File: config.mk
export PLATFORM = sky130hd
export DESIGN_NAME = uart_rx_fifo
export DESIGN_NICKNAME = d
export VERILOG_FILES = /design/src/rtl/uart_pkg.sv /design/src/rtl/uart_fifo_ram.sv /design/src/rtl/uart_rx_fifo.sv
export SDC_FILE = /design/constraint.sdc
export NUM_CORES = 1
export LEC_CHECK = 0
export CAP_MARGIN = 20
export CELL_PAD_IN_SITES_DETAIL_PLACEMENT = 2
export CELL_PAD_IN_SITES_GLOBAL_PLACEMENT = 2
export CORE_UTILIZATION = 49
export CTS_CLUSTER_DIAMETER = 100
export DETAILED_ROUTE_END_ITERATION = 16
export GPL_TIMING_DRIVEN = 0
export PLACE_DENSITY = 0.92
export SKIP_LAST_GASP = 1
export SYNTH_ARGS = -nofsm -noshare
export SYNTH_HDL_FRONTEND = slang
export SYNTH_HIERARCHICAL = 1
export SYNTH_SLANG_ARGS = --single-unit
File: constraint.sdc
create_clock -name clk -period 4.3 [get_ports clk]
set_clock_uncertainty 0.15 [all_clocks]
set_input_delay 0.43 -clock clk [delete_from_list [all_inputs] [get_ports clk]]
set_output_delay 0.43 -clock clk [all_outputs]
set_load 0.02 [all_outputs]
File: src/rtl/uart_pkg.sv
// Shared UART definitions used by the receiver, transmitter and their buffers.
package uart_pkg;
    localparam int UART_DATA_W = 8;
    typedef logic [UART_DATA_W-1:0] uart_byte_t;
endpackage

File: src/rtl/uart_fifo_ram.sv
// DEPTH x byte storage: synchronous write, asynchronous read, contents never reset.
module uart_fifo_ram
    import uart_pkg::*;
#(
    parameter int DEPTH = 16,
    parameter int AW    = $clog2(DEPTH)
) (
    input  logic                   clk,
    input  logic                   we,
    input  logic [AW-1:0]          waddr,
    input  logic [UART_DATA_W-1:0] wdata,
    input  logic [AW-1:0]          raddr,
    output logic [UART_DATA_W-1:0] rdata
);
    uart_byte_t mem [DEPTH];

    always_ff @(posedge clk) begin
        if (we) begin
            mem[waddr] <= wdata;
        end
    end

    assign rdata = mem[raddr];
endmodule

File: src/rtl/uart_rx_fifo.sv
// Receive buffer behind the UART receiver: circular FIFO with a first-word-fall-through
// read port, registered occupancy flags and a sticky overrun indicator.
module uart_rx_fifo
    import uart_pkg::*;
#(
    parameter int DEPTH     = 16,
    parameter int AF_THRESH = 12
) (
    input  logic                     clk,
    input  logic                     rst,
    input  logic [UART_DATA_W-1:0]   wr_data,
    input  logic                     wr_en,
    output logic [UART_DATA_W-1:0]   rd_data,
    output logic                     rd_valid,
    input  logic                     rd_ready,
    input  logic                     flush,
    input  logic                     clr_overrun,
    output logic [$clog2(DEPTH):0]   count,
    output logic                     full,
    output logic                     almost_full,
    output logic                     overrun
);
    localparam int AW = $clog2(DEPTH);
    localparam int CW = AW + 1;

    logic [AW-1:0] wr_ptr_q, wr_ptr_d, rd_ptr_q, rd_ptr_d;
    logic [CW-1:0] count_q, count_d;
    logic          vld_q, vld_d, full_q, full_d, af_q, af_d, ovr_q, ovr_d;
    logic          pop, push, drop, wr_fire;
    uart_byte_t    ram_rd_data;

    uart_fifo_ram #(.DEPTH(DEPTH), .AW(AW)) u_ram (
        .clk   (clk),
        .we    (wr_fire),
        .waddr (wr_ptr_q),
        .wdata (wr_data),
        .raddr (rd_ptr_q),
        .rdata (ram_rd_data)
    );

    always_comb begin
        pop      = vld_q && rd_ready;
        push     = wr_en && (!full_q || pop);
        drop     = wr_en && full_q && !pop && !flush;
        wr_fire  = push && !flush;
        wr_ptr_d = wr_ptr_q;
        rd_ptr_d = rd_ptr_q;
        count_d  = count_q;
        if (flush) begin
            wr_ptr_d = '0;
            rd_ptr_d = '0;
            count_d  = '0;
        end else begin
            if (push) wr_ptr_d = wr_ptr_q + AW'(1);
            if (pop)  rd_ptr_d = rd_ptr_q + AW'(1);
            count_d = count_q + CW'(push) - CW'(pop);
        end
        // Flags derive from the next count so they land on the same edge as it.
        vld_d  = (count_d != '0);
        full_d = (count_d == CW'(DEPTH));
        af_d   = (count_d >= CW'(AF_THRESH));
        // A drop in the same cycle as a clear keeps the flag set.
        if (drop)             ovr_d = 1'b1;
        else if (clr_overrun) ovr_d = 1'b0;
        else                  ovr_d = ovr_q;
    end

    always_ff @(posedge clk or posedge rst) begin
        if (rst) begin
            wr_ptr_q <= '0;
            rd_ptr_q <= '0;
            count_q  <= '0;
            vld_q    <= 1'b0;
            full_q   <= 1'b0;
            af_q     <= 1'b0;
            ovr_q    <= 1'b0;
        end else begin
            wr_ptr_q <= wr_ptr_d;
            rd_ptr_q <= rd_ptr_d;
            count_q  <= count_d;
            vld_q    <= vld_d;
            full_q   <= full_d;
            af_q     <= af_d;
            ovr_q    <= ovr_d;
        end
    end

    assign rd_data     = ram_rd_data;
    assign rd_valid    = vld_q;
    assign count       = count_q;
    assign full        = full_q;
    assign almost_full = af_q;
    assign overrun     = ovr_q;
endmodule

==> metrics.cfg <==
[outcome]
status=finished, violations left
violations=DRC

[logic_synthesis]
synth.area.top_cells=edfxtp_1 65%, dfrtp_1 7.2%, mux4_2 6.9%
synth-seq-cells=145
ys_types=37
synthArstFlopShare_pct=11.7
synth.cell_area_um2=5870
yosys_warnings=6
avgSynthCellArea_um2=19.2
syn_inst=306
synth_top_area_share_pct=65.4
synth_nets=328
yosys_most_used_dff=edfxtp_1
seq_area_frac_synth_pct=72.7
yosysTopAreaCell=edfxtp_1
synth-edff-count=128

[floorplanning]
dieWidth_um=111
core_um2=11600
dieArea_um2=12400
io_pins=31
start_util_pct=50.8
dieHeight_um=111
rows=39

[worst_setup_path]
crit_buf_inv=3
critical_path.top_delay_family=buffers and inverters
max_stage_delay_ns=0.57
crit_type=reg2out
worst_setup_path_end_kind=output port
reg2reg_depth=11
startpoint=rd_ptr_q[0]$_DFFE_PP0P_
ff2ff_setup_slack_ns=1.37
start_kind=flip-flop
worstPathMaxFanout=10
cp-endpoint=rd_data[6]
worst_r2r_startpoint=full$_DFF_PP0_
timing.rr.end=rd_valid$_DFF_PP0_
cp.required_ns=3.72
cp.depth=6
cp_cell_sequence=buf_6 > buf_4 > mux4_2 > a22oi_1 > nand2_1 > clkdlybuf4s50_1
cpMaxStageDelayCell=clkdlybuf4s50_1
cp.arrival_ns=2.80

[global_routing]
antenna_found_initial=1
grt_pass1_vias=3511
grt_usage_pct=27.9
top_usage_layer=met2
grt_first_pass_wirelength_mm=23.3
grt_overflow=0
grt_max_degree=18
met3_usage_pct=7.08
use_met1_pct=35.1
globalRouteMet2Util_pct=45.8

[sta]
tightestPinTransition_ns=1.11
setup_viol=0
finalCritPeriodShare_pct=78.6
slew-limit-headroom_pct=25.7
rsz0062_at_grt=no
min_period_ns=3.38
hold_viol=0
finalMaxSlewViolations=0
fin_tns_setup_ns=0
whs_ns=0.238
max_freq_mhz=296

[power]
p_per_area_nw_per_um2=549
peakVddDrop_mv=0.358
cellLeakagePower_nw=2.34
total_power_mw=3.78

[place]
finalWeightedCongestion=0.694
place_hpwl_mm=10.6
io_buffers=29
placed_cell_area_um2=6370

[final_layout]
fillers=936
drive_gt1_share_pct=17.6
final_cell_area_um2=6890
area_growth_pct=17.4
post-route-util_pct=59.6
n_antenna_cell=0
multi_input_area_um2=1480
regArea_um2=4270
layout.nets=380

[drt]
ant_nets=0
initialDrtViolationCount=266
vias=3157
firstDrtPassIters=12
drc=4
via_per_inst=6.15
drt_wl_total_mm=15.7
avgRoutedWirePerCell_um=30.7

[clocking]
clock-sinks=145
h-tree-depth=4
post_cts_buffers=0
ctsLongestPathBuffers=2
cts_resized=0
clk_pin_slew_worst_paths_ns=0.06
cts_inserted_buffers=17
postCtsHoldBufs=0
clk_latency_ns=0.43
cts_tree=done
cts_root_buffer=clkbuf_16

[hold_path]
min_path_type=in2reg

[run]
maxCapViolCount=0

==> final cells by class <==
class | instances | area share, %
Buffer | 12 | 1.36
Multi-Input combinational cell | 140 | 21.4
Inverter | 9 | 0.490
Sequential cell | 145 | 61.9
Timing Repair Buffer | 33 | 4.54
Clock inverter | 12 | 1.38
Tap cell | 143 | 2.60
Clock buffer | 19 | 6.28
==> layout by cell type (no fill, tap or decap), drive strengths merged, types with 2 or more instances in the layout <==
cell type | Yosys | final
a21oi | 5 | 5
a22oi | 16 | 16
buf | 7 | 11
clkbuf | 2 | 21
clkdlybuf4s25 | 3 | 3
clkdlybuf4s50 | 0 | 29
clkinv | 0 | 8
clkinvlp | 0 | 3
dfrtp | 17 | 17
edfxtp | 128 | 128
ha | 7 | 7
inv | 9 | 9
mux4 | 32 | 32
nand2 | 15 | 15
nand2b | 4 | 4
nand3 | 4 | 4
nand3b | 2 | 2
nor2 | 25 | 25
nor2b | 2 | 2
nor3 | 4 | 4
xnor2 | 4 | 4
xor2 | 7 | 7
==> layer usage <==
layer  wire (um)  part of all wire [%]
met2        7970                    51
met3         765                   4.9
met1        6520                    41
met5           0                     0
met4         480                   3.0
==> worst min path at each step <==
| stage | from | depth (start not counted) | to | slack [ns] |
|---|---|---|---|---|
| global route | flush | 2 | count[0]$_DFF_PP0_ | 0.28 |
| CTS | flush | 2 | count[0]$_DFF_PP0_ | 0.23 |
| floorplan | rst | 1 | almost_full$_DFF_PP0_ | 0.21 |
| global placement | overrun$_DFFE_PP0P_ | 2 | overrun$_DFFE_PP0P_ | 0.41 |
| finish | flush | 2 | count[0]$_DFF_PP0_ | 0.24 |
| detailed placement | wr_ptr_q[2]$_DFFE_PP0P_ | 2 | wr_ptr_q[2]$_DFFE_PP0P_ | 0.49 |
==> registers in the layout, indices dropped and copies added, names as in the netlist <==
register and count:
overrun 1, u_ram/mem 128, rd_valid 1, almost_full 1
count 5, wr_ptr_q 4, full 1, rd_ptr_q 4
==> cells by family after synthesis <==
family                   count (synthesis)  synth area share, %
AO/OA/AOI/OAI                           26                 3.39
XOR/XNOR                                11                 1.64
adder cells (fa/ha/maj)                  8                 1.83
flip-flops                             145                 72.7
multiplexers                            32                 13.2
AND/OR/NAND/NOR                         63                 5.13
buffers and inverters                   21                 2.17
==> power breakdown <==
part           switching [mW]  total, mW  internal [mW]
clock                   0.567       1.35          0.782
combinational           0.427      0.787          0.361
sequential             0.0516       1.65           1.59
total                    1.04       3.78           2.74
==> per-stage QoR <==
step	instances	worst slack (ns)
finish	513	0.918
global route	513	0.826
CTS	513	0.905
detailed placement	482	0.859
global placement	478	0.747
floorplan	306	1.69
==> synthesized netlist by cell type (2+ instances only) <==
cell type,number
nor2b_1,2
edfxtp_1,128
nand3b_1,2
nor2_1,25
clkbuf_1,2
buf_6,3
inv_1,9
nand2_1,15
buf_2,3
nor3_1,4
mux4_2,18
mux4_1,14
nand2b_1,4
xor2_1,7
nand3_1,4
clkdlybuf4s25_2,3
a21oi_1,3
dfrtp_1,17
a22oi_1,16
ha_1,7
xnor2_1,4
Note: power is estimated with default switching activity, not from simulation.
